### src/rtl/bus_arbiter_n.sv
// Shared memory-bus arbiter: grant/own/release FSM with an acknowledge timeout and an encoded owner ID.
// Define BUS_ARB_ROUND_ROBIN_EN for round-robin winner selection; the default build is fixed priority (lowest index).
module bus_arbiter_n #(
  parameter int NUM_REQ     = 5,
  parameter int ID_WIDTH    = $clog2(NUM_REQ),
  parameter int ACK_TIMEOUT = 8,
  parameter int CNT_WIDTH   = 8
) (
  input  logic                clk,
  input  logic                reset_n,
  input  logic [NUM_REQ-1:0]  bus_req,
  input  logic                bus_busy,
  output logic [NUM_REQ-1:0]  bus_grant,
  output logic                grant_valid,
  output logic [ID_WIDTH-1:0] grant_id,
  output logic                timeout_pulse
);

  typedef enum logic [1:0] {IDLE, GRANT, OWNED, RELEASE} state_t;

  state_t               state;
  logic [CNT_WIDTH-1:0] cnt;
  logic                 win_found;
  logic [ID_WIDTH-1:0]  win_idx;
  logic                 owner_req;

  // The grant register is one-hot, so masking the requests with it yields the owner's own request.
  assign owner_req = |(bus_req & bus_grant);

`ifdef BUS_ARB_ROUND_ROBIN_EN
  logic [ID_WIDTH-1:0] ptr;
  int                  dist;
  int                  best_dist;

  // Winner is the requester closest above the pointer, wrapping round.
  always_comb begin
    win_found = |bus_req;
    win_idx   = '0;
    dist      = 0;
    best_dist = NUM_REQ;
    for (int i = 0; i < NUM_REQ; i++) begin
      dist = (i - int'(ptr) - 1 + 2 * NUM_REQ) % NUM_REQ;
      if (bus_req[i] && (dist < best_dist)) begin
        best_dist = dist;
        win_idx   = ID_WIDTH'(i);
      end
    end
  end
`else
  always_comb begin
    win_found = |bus_req;
    win_idx   = '0;
    for (int i = NUM_REQ - 1; i >= 0; i--) begin
      if (bus_req[i]) win_idx = ID_WIDTH'(i);
    end
  end
`endif

  always_ff @(posedge clk or negedge reset_n) begin
    if (!reset_n) begin
      state         <= IDLE;
      bus_grant     <= '0;
      grant_valid   <= 1'b0;
      grant_id      <= '0;
      timeout_pulse <= 1'b0;
      cnt           <= '0;
`ifdef BUS_ARB_ROUND_ROBIN_EN
      ptr           <= ID_WIDTH'(NUM_REQ - 1);
`endif
    end else begin
      timeout_pulse <= 1'b0;
      case (state)
        IDLE: begin
          if (!bus_busy && win_found) begin
            bus_grant   <= NUM_REQ'(1) << win_idx;
            grant_valid <= 1'b1;
            grant_id    <= win_idx;
            cnt         <= '0;
            state       <= GRANT;
          end
        end
        GRANT: begin
          // Busy beats withdrawal, which beats timeout; a withdrawal never raises the timeout pulse.
          if (bus_busy) begin
            state <= OWNED;
`ifdef BUS_ARB_ROUND_ROBIN_EN
            ptr   <= grant_id;
`endif
          end else if (!owner_req || (cnt == CNT_WIDTH'(ACK_TIMEOUT - 1))) begin
            state         <= IDLE;
            bus_grant     <= '0;
            grant_valid   <= 1'b0;
            grant_id      <= '0;
            timeout_pulse <= owner_req;
          end else if (cnt != '1) begin
            cnt <= cnt + 1'b1;
          end
        end
        OWNED: begin
          if (!bus_busy) begin
            state       <= RELEASE;
            bus_grant   <= '0;
            grant_valid <= 1'b0;
            grant_id    <= '0;
          end
        end
        RELEASE: state <= IDLE;
        default: state <= IDLE;
      endcase
    end
  end

endmodule
### config.mk
export PLATFORM = sky130hd
export DESIGN_NAME = bus_arbiter_n
export DESIGN_NICKNAME = d
export VERILOG_FILES = /design/src/rtl/bus_arbiter_n.sv
export SDC_FILE = /design/constraint.sdc
export NUM_CORES = 1
export LEC_CHECK = 0
export ABC_AREA = 1
export CAP_MARGIN = 15
export CORE_MARGIN = 1
export CORE_UTILIZATION = 51
export CTS_BUF_LIST = sky130_fd_sc_hd__clkbuf_8
export CTS_CLUSTER_SIZE = 28
export DETAILED_ROUTE_END_ITERATION = 12
export PLACE_DENSITY_LB_ADDON = 0.08
export SETUP_SLACK_MARGIN = 0.02
export SLEW_MARGIN = 10
export SYNTH_ARGS = -nofsm -noshare
export SYNTH_HDL_FRONTEND = slang
export SYNTH_SLANG_ARGS = --single-unit
### constraint.sdc
create_clock -name clk -period 1.5 [get_ports clk]
set_input_delay 0.225 -clock clk [delete_from_list [all_inputs] [get_ports clk]]
set_output_delay 0.225 -clock clk [all_outputs]
set_load 0.01 [all_outputs]
==> metrics, run 1 <==
layout cells sized above 1 34.6%; most area-consuming cells after synthesis dfrtp_1 36%, nand2_1 18%, nand3_1 6.2%, nor2_1 5.4%, nand2_8 4.4%; Pwr Density approximately 2000 nW/µm²; Yosys top cell by area dfrtp_1; Post-Syn Area per Cell around 7.4 µm²; via count between 1000 and 1500; dpl cell area 1760 µm²; Inst Count DP ~250; setup ws final roughly 0.0080 ns; wire per inst 13.4 µm; Setup TNS 0 ns; Post-Synth Simple-Gate Area 47.8%; sequential share of the synthesized area 36.3%; First DRT Iteration DRCs 51; met2 WL between 1500 and 2000 µm; hold bufs inserted after CTS 0; Max VDD drop 1780 µV; Routed Antenna Nets 0; IO Count 18; CTS tree built; Setup CP Type flip-flop to flip-flop; diodes inserted 0; met3 wire len 157 µm; Placeable Area 2520 µm²; hold slack 0.287 ns; worst path required time 1.71 ns; Starting Density roughly 55%; GR Util All Layers 25.2%; commonest non-fill, non-tap cells in the layout 54 x nand2_1, 23 x buf_4, 18 x dfrtp_1; fraction of synthesized area in multiplexers 0%; Startpoint Class flip-flop; chip width 54.0 µm; first-pass GRT wire length ~5200 µm; total die area a little under 3000 µm²; Tcrit/Tclk final 99.5%; crit path max fanout 5; P_leak 1.06 nW; Core Util, Final approximately four fifths; main combinational cell family by area after synthesis simple AND/OR/NAND/NOR gates; Synth Warn # 0; Compound-Gate Fraction of Synth Area 5.63%; footprint of the multi-input gates 928 µm²; Pwr Total 4.21 mW; initial antenna violation count 0; gpl congestion 0.915; hpwl dp 2460 µm; reg-to-reg startpoint state[0]$_DFFE_PN0P_; worst path arrival time 1.70 ns; top-area cell type share of the netlist area 36.3%; Reg-to-Reg End grant_valid$_DFFE_PN0P_; Syn-to-layout area delta 48.7%; Rows 18; WL met1 ~1700 µm; Synth Area in XOR/XNOR less than 1%; Post-Syn Area 1380 µm²; CTS max path bufs 2; Die H about 54 µm; Highest Signal Layer met4; Netlist cell types 27; Nets 250; syn_nets about 200; post-route minimum period 1.49 ns; IO Port Bufs 17; Slew Viols, Final 0; Root Driver clkbuf_8; # DRC 0; commonest non-fill, non-tap cell in the layout nand2_1; setup violators final 0; fmax 0.670 GHz; max-cap violation count 0; clk_skew ~0.003 ns; CP Capture Type flip-flop; number of vias per cell 5.27; worst slew pin tran 0.359 ns; pin count of the biggest net entering global routing 21; Seq. cell area 503 µm²; CTS clk-pin slew, worst paths 0.08 ns; Post-Synthesis Cells approximately 190; Overflow after GRT 0; CTS H-tree lvls 1; RSZ-0062 raised after global routing yes; Worst R2R Setup Slack between 0.008 and 0.009 ns; number of global-route vias before repair 1220; Post-Place Setup Slack -0.249 ns; Yosys reg bits 20; Worst R2R Path Depth 8; Slew headroom between 70% and 80%; final non-filler cell total 267; Hold Path Class input pin to asynchronous set/reset pin; Design Area, Final 2050 µm²; final WL around 3600 µm; fill count about 160; status completed; clk_lat worst skew 0.27 ns; Pre-Repair DR Iteration Count 4; Fin. Hold Viols 0; clock sinks 20; CTS Buf Count 3; Synth Area in Adders 3.63%
==> area by class of cell <==
type | instances | area share [%]
clock buffer | 3 | 2.02
sequential | 20 | 24.6
timing repair buffer | 46 | 21.5
multi-input combinational | 149 | 45.3
inverter | 18 | 3.30
clock inverter | 1 | 1.47
tap | 30 | 1.83
==> cell usage after synthesis, drive strengths merged <==
| master | instances |
|---|---|
| o21ai | 5 |
| a21boi | 1 |
| nand2 | 78 |
| nand3b | 1 |
| nor3b | 1 |
| ha | 4 |
| buf | 2 |
| nand3 | 19 |
| inv | 17 |
| a21oi | 3 |
| nand4 | 9 |
| xor2 | 1 |
| dfrtp | 20 |
| clkinv | 1 |
| nor2 | 22 |
| nor3 | 3 |
==> report_power, final <==
part,switching [mW],internal [mW],total (mW),leakage [nW]
Clock,0.201,0.357,0.558,0.0357
Combinational,1.50,1.34,2.83,0.756
Sequential,0.134,0.679,0.814,0.267
==> kinds of logic (layout without fill, tap and decap cells) <==
| kind of cell | count (synthesis) | count (layout) |
|---|---|---|
| AND/OR/NAND/NOR | 133 | 135 |
| buffers and inverters | 20 | 68 |
| flip-flops | 20 | 20 |
| XOR/XNOR | 1 | 1 |
| adder cells (fa/ha/maj) | 4 | 4 |
| AO/OA/AOI/OAI | 9 | 9 |
==> sequential cells by signal, summed over array words and instances, names as in the netlist, named ones only <==
name and count:
cnt 8, grant_valid 1, grant_id 3, bus_grant 5
timeout_pulse 1, state 1
==> routing by layer <==
metal | GRT usage, % | vias up
met3 | 4.80 | 7
met5 | 0 | -
met2 | 39.9 | 40
li1 | - | 703
met4 | 7.26 | 0
met1 | 34.5 | 657
==> worst max-delay path by stage <==
stage | depth (start not counted) | from | endpoint | slack [ns]
2_1_floorplan | 8 | state[0]$_DFFE_PN0P_ | bus_grant[0]$_DFFE_PN0P_ | 0.02
3_3_place_gp | 8 | bus_req[1] | cnt[3]$_DFFE_PN0P_ | -0.17
3_5_place_dp | 8 | bus_req[1] | cnt[3]$_DFFE_PN0P_ | -0.25
4_1_cts | 9 | cnt[0]$_DFFE_PN0P_ | cnt[3]$_DFFE_PN0P_ | 0.02
5_1_grt | 7 | state[0]$_DFFE_PN0P_ | cnt[7]$_DFFE_PN0P_ | -0.06
6_report | 8 | state[0]$_DFFE_PN0P_ | grant_valid$_DFFE_PN0P_ | 0.008
==> timing repair <==
item	in CTS	in global routing
resized for setup	0	37
setup endpoints to repair	0	21
endpoints found under the hold margin	0	0
setup buffers	0	6
==> worst max-delay path, cell delays in order (launching register included) <==
cell	delay, ns
dfrtp_1	0.43
inv_2	0.10
ha_4	0.20
buf_6	0.13
a21oi_4	0.17
buf_6	0.13
clkbuf_16	0.12
nand3b_1	0.09
nand2_1	0.07
(Power assumes the default switching activity.)
==> run 2, diff against run 1 <==
--- a/config.mk
+++ b/config.mk
@@ -8,10 +8,11 @@
 export ABC_AREA = 1
 export CAP_MARGIN = 15
 export CORE_MARGIN = 1
-export CORE_UTILIZATION = 51
+export CORE_UTILIZATION = 55
 export CTS_BUF_LIST = sky130_fd_sc_hd__clkbuf_8
 export CTS_CLUSTER_SIZE = 28
 export DETAILED_ROUTE_END_ITERATION = 12
+export DONT_BUFFER_PORTS = 1
 export PLACE_DENSITY_LB_ADDON = 0.08
 export SETUP_SLACK_MARGIN = 0.02
 export SLEW_MARGIN = 10
==> metrics, run 2 (synthesis gave the netlist of run 1 again) <==
Slew Viols, Final 0; pin count of the biggest net entering global routing 21; gpl congestion 0.860; number of global-route vias before repair between 1000 and 1500; Starting Density 60.5%; P_leak 0.907 nW; status completed; setup violators final 0; Design Area, Final 1800 µm²; Biggest register cnt; CTS H-tree lvls 1; initial antenna violation count 0; slowest CP cell dfrtp_1; Pwr Density approximately 2000 nW/µm²; GR Util All Layers 26.2%; worst path required time between 1.5 and 2 ns; Root Driver clkbuf_8; crit path max fanout 10; worst slew pin tran a little under 0.9 ns; CTS clk-pin slew, worst paths 0.08 ns; clock sinks 20; Fin. Hold Viols 0; max reg flops 8; CP Capture Type flip-flop; Slew headroom 40.9%; diodes inserted 0; Tcrit/Tclk final between 90% and 100%; final non-filler cell total 247; Pre-Repair DR Iteration Count 4; Hold Path Class input pin to flip-flop; wire per inst 14.4 µm; commonest non-fill, non-tap cells in the layout 49 x nand2_1, 25 x nand2_2, 24 x buf_4, 19 x dfrtp_1, 18 x nor2_1; clk_lat worst skew approximately 0.26 ns; CP delay by family, top buffers and inverters; CP Buf/Inv Count 3; IO Count 18; commonest non-fill, non-tap cell in the layout nand2_1; layout cells sized above 1 36.1%; CTS tree built; Core Util, Final 79.3%; final WL roughly 3600 µm; max-cap violation count 0; Max VDD drop 1840 µV; First DRT Iteration DRCs 74; Startpoint Class flip-flop; total die area 2710 µm²; Nets 232; dpl cell area between 1500 and 2000 µm²; IO Port Bufs 0; Largest regs cnt (8), bus_grant (5), grant_id (3); # DRC 0; RSZ-0062 raised after global routing yes; Rows 17; fmax 0.668 GHz; CP Depth 9; clk_skew 0.00208 ns; CTS max path bufs 2; Setup TNS 0 ns; Syn-to-layout area delta 31.0%; Inst Count DP 232; Routed Antenna Nets 0; Placeable Area 2280 µm²; Overflow after GRT 0; via count 1378; first-pass GRT wire length about 5100 µm; Setup CP Type flip-flop to flip-flop; post-route minimum period 1.50 ns; CTS Buf Count 3; number of vias per cell 5.58; crit path cell chain buf_4, ha_4, nand2_2, nand2_1, a21oi_4, buf_12, buf_4, nand3_2, nand2_1; hpwl dp 2360 µm; Die H 52.0 µm; Largest stage delay, worst path between 0.3 and 0.4 ns; chip width 52.0 µm; Worst R2R Path Depth 9; hold depth 3; worst path arrival time 1.71 ns
==> run 2: cell count changes in the layout (fill, tap and decap cells not counted), sizes merged <==
cell | previous run | this run
dlygate4sd3 | 0 | 1
dlymetal6s2s | 3 | 0
nand2 | 80 | 81
bufinv | 1 | 0
buf | 28 | 26
clkdlybuf4s50 | 14 | 0
==> run 2: repair_timing <==
action,in CTS,in global routing
cloned,0,3
hold buffers,1,0
pin swaps,0,19
setup endpoints to repair,9,19
hold endpoints to repair,20,0
setup buffers,2,5
resized for setup,0,28
==> run 2: through the flow <==
stage	hold slack [ns]	power (mW)	setup WS (ns)
after floorplan	-0.0706	2.16	0.0232
after global placement	-0.0702	2.60	0.0558
after detailed placement	-0.0702	2.68	-0.0468
after CTS	0.152	3.21	0.0106
after global routing	0.181	3.89	-0.0485
final	0.158	3.68	0.00259
==> run 2: worst min-delay path, stage by stage <==
cell and delay, ns:
nor2_1 0.04, nand3_1 0.08, a21oi_1 0.04
==> run 2: where the power goes <==
part	switching, mW	internal (mW)	total (mW)
registers	0.129	0.678	0.807
clock network	0.192	0.234	0.426
logic	1.44	1.01	2.45
==> run 2: layer usage <==
metal | wire (µm) | GRT usage [%]
met2 | 1680 | 41.0
met1 | 1560 | 33.5
met3 | 203 | 4.39
met4 | 116 | 15.3
met5 | 0 | 0
==> run 2: worst paths after layout <==
path | from | slack [ns] | to
max | state[0]$_DFFE_PN0P_ | 0.003 | grant_id[2]$_DFFE_PN0P_
min | bus_busy | 0.16 | timeout_pulse$_DFF_PN0_
max reg2reg | state[0]$_DFFE_PN0P_ | 0.003 | grant_id[2]$_DFFE_PN0P_
min reg2reg | grant_id[0]$_DFFE_PN0P_ | 0.55 | grant_id[0]$_DFFE_PN0P_
max in group asynchronous | reset_n | 0.38 | cnt[2]$_DFFE_PN0P_
min in group asynchronous | reset_n | 0.52 | grant_valid$_DFFE_PN0P_
==> run 2: cell type report <==
| cell class | count | area, µm² |
|---|---|---|
| clock buffers | 4 | 55.1 |
| well taps | 28 | 35.0 |
| flip-flops and latches | 20 | 502 |
| fillers | 126 | 472 |
| repair buffers | 27 | 221 |
| inverters | 18 | 67.6 |
| multi-input cells | 150 | 923 |
==> run 3, diff against run 2 <==
--- a/config.mk
+++ b/config.mk
@@ -5,7 +5,6 @@
 export SDC_FILE = /design/constraint.sdc
 export NUM_CORES = 1
 export LEC_CHECK = 0
-export ABC_AREA = 1
 export CAP_MARGIN = 15
 export CORE_MARGIN = 1
 export CORE_UTILIZATION = 55
@@ -13,7 +12,7 @@
 export CTS_CLUSTER_SIZE = 28
 export DETAILED_ROUTE_END_ITERATION = 12
 export DONT_BUFFER_PORTS = 1
-export PLACE_DENSITY_LB_ADDON = 0.08
+export PLACE_DENSITY_LB_ADDON = 0.15
 export SETUP_SLACK_MARGIN = 0.02
 export SLEW_MARGIN = 10
 export SYNTH_ARGS = -nofsm -noshare
==> metrics, run 3 <==
status finished, violations left; failing checks negative setup slack; Biggest register cnt; via count between 1000 and 1500; Slew Viols, Final 0; P_leak ~0.7 nW; diodes inserted 0; GR Util All Layers a little over a quarter; Post-Syn Area 1110 µm²; RSZ-0062 raised after global routing yes; worst path arrival time 2.35 ns; gpl congestion 0.862; NetSw 0.950 mW; top-area cell type share of the netlist area between 40 and 50%; final WL around 3000 µm; Placeable Area 1800 µm²; Nets 163; IO Port Bufs 0; Synth Warn # 0; Syn-to-layout area delta 36.1%; Routed Antenna Nets 0; clock sinks 20; top_reg_cell synth dfrtp_1; grt met2 use approximately two fifths; Overflow after GRT 0; met3 Use GR 6.92%; Rows 15; post-route minimum period 2.15 ns; Inst Count DP around 170; Largest regs cnt (8), bus_grant (5), grant_id (3); worst slew pin tran 0.881 ns; most area-consuming cells after synthesis dfrtp_1 45%, nand2_1 5.8%, mux2i_1 5.4%, ha_1 4.5%, o21ai_0 3.6%; Yosys reg bits 20; Setup TNS -9.92 ns; CP Capture Type flip-flop; Design Area, Final between 1500 and 2000 µm²; top-count cell post-synth dfrtp_1; commonest non-fill, non-tap cell in the layout buf_4; global routing's busiest layer met2; Yosys top cell by area dfrtp_1; Max VDD drop 1400 µV; hpwl dp 1920 µm; Largest stage delay, worst path 0.51 ns; Setup CP Type flip-flop to flip-flop; wire per inst 17.2 µm; Pre-Repair DR Iteration Count 4; Switching Share 40.1%; Gate power share 50.5%; Starting Density between 60% and 70%; CTS H-tree lvls 1; Worst R2R Path Depth 5; Pwr Total 2.37 mW; setup violators final 19; clk_lat worst skew approximately 0.26 ns; CTS Buf Count 3; Die H 46.9 µm; CTS max path bufs 2; syn_nets between 100 and 150; CTS tree built; share of total power in the clock network between 15 and 20%; CTS clk-pin slew, worst paths 0.08 ns; first-pass GRT wire length approximately 4200 µm; number of global-route vias before repair about 960; final non-filler cell total roughly 180; Post-synth EDFFs 0; Fin. Hold Viols 0; top cells by count, synth 20 x dfrtp_1, 17 x nand2_1, 8 x o21ai_0; clk_skew 0.00141 ns; async set or reset register ratio after synthesis 100%; setup ws final -0.645 ns; sequential power share 31.8%; layout cells sized above 1 approximately a third; GR Layer Usage met1 38.7%; commonest non-fill, non-tap cells in the layout 31 x buf_4, 20 x dfrtp_1, 16 x nand2_1, 6 x nand4_1, 6 x mux2i_1; sequential share of the synthesized area 45.1%; # DRC 0; fmax 0.466 GHz; Pint between 1 and 1.5 mW; pin count of the biggest net entering global routing 21; max reg flops 8; First DRT Iteration DRCs 45; Netlist cell types 33; total die area 2200 µm²; hold slack 0.0204 ns; Startpoint Class flip-flop; Tcrit/Tclk final 143%; Pwr Density 1570 nW/µm²; fill count 98; hold depth 1; crit path cell chain or4_1, or3_4, a221o_1, nor4_4, a32o_1; IO Count 18; Hold Path Class input pin to flip-flop; Post-Place Setup Slack -0.628 ns; crit path max fanout 5; max-cap violation count 0; initial antenna violation count 0; Root Driver clkbuf_8; Post-Syn Area per Cell 9.56 µm²; Slew headroom 41.1%; worst path required time 1.70 ns; dpl cell area 1350 µm²; Post-Synthesis Cells 116; chip width 46.9 µm; Core Util, Final 83.8%; slowest CP cell or4_1; number of vias per cell 6.34
==> run 3: cell types whose count changed in the layout (fill, tap and decap cells not counted), moves of 4 or more <==
cell	before	now
nor2b_1	0	4
inv_1	15	5
nand3_1	16	4
nand2_2	25	0
mux2i_1	0	6
buf_4	24	31
nor2_1	18	5
nand2_1	49	16
==> run 3: area by class of cell <==
cell class              count  area (µm²)  share of cell area, %
well taps                  25        31.3                   2.07
multi-input cells          88         649                   43.0
clock buffers               4        55.1                   3.65
repair buffers             33         254                   16.8
flip-flops and latches     20         500                   33.2
inverters                   5        18.8                   1.24
==> run 3: per-layer routing <==
metal | up-vias | share of wire [%]
met5 | - | 0
met4 | 0 | 3.3
met3 | 10 | 8.2
met2 | 68 | 47
met1 | 529 | 41
li1 | 503 | -
==> run 3: cell families after synthesis <==
family	count (synthesis)	share of synthesized area (%)
muxes	6	5.42
buffers and inverters	8	3.05
adders and majority gates	4	4.51
and+or+nand+nor	52	25.6
DFF	20	45.1
AOI/OAI and AO/OA	26	16.3
==> run 3: timing repair <==
item / CTS / global route
endpoints found under the setup margin: 19 / 20
hold buffers: 1 / 0
pin swaps: 5 / 7
resized for setup: 5 / 14
buffers inserted: 1 / 1
hold endpoints to repair: 20 / 0
==> run 3: power groups by stage <==
stage | sequential (mW) | clock [mW] | combinational (mW)
detailed placement | 0.757 | 0 | 1.02
finish | 0.751 | 0.419 | 1.20
global route | 0.765 | 0.438 | 1.29
CTS | 0.749 | 0.421 | 1.07
global placement | 0.755 | 0 | 0.983
floorplan | 0.772 | 0 | 0.584
==> run 3: final timing paths <==
kind,from,to,slack [ns]
setup / recovery,cnt[4]$_DFFE_PN0P_,grant_id[2]$_DFFE_PN0P_,-0.65
hold / removal,bus_busy,timeout_pulse$_DFF_PN0_,0.02
setup reg to reg,cnt[4]$_DFFE_PN0P_,grant_id[2]$_DFFE_PN0P_,-0.65
hold reg to reg,grant_id[0]$_DFFE_PN0P_,grant_id[0]$_DFFE_PN0P_,0.56
max in group asynchronous,reset_n,cnt[7]$_DFFE_PN0P_,0.44
min in group asynchronous,reset_n,cnt[1]$_DFFE_PN0P_,0.53
==> run 3: critical path: cells and delay by family (launching register included) <==
kind / cells / cell delay [ns]
AOI/OAI and AO/OA: 2 / 0.58
DFF: 1 / 0.38
and+or+nand+nor: 3 / 1.12
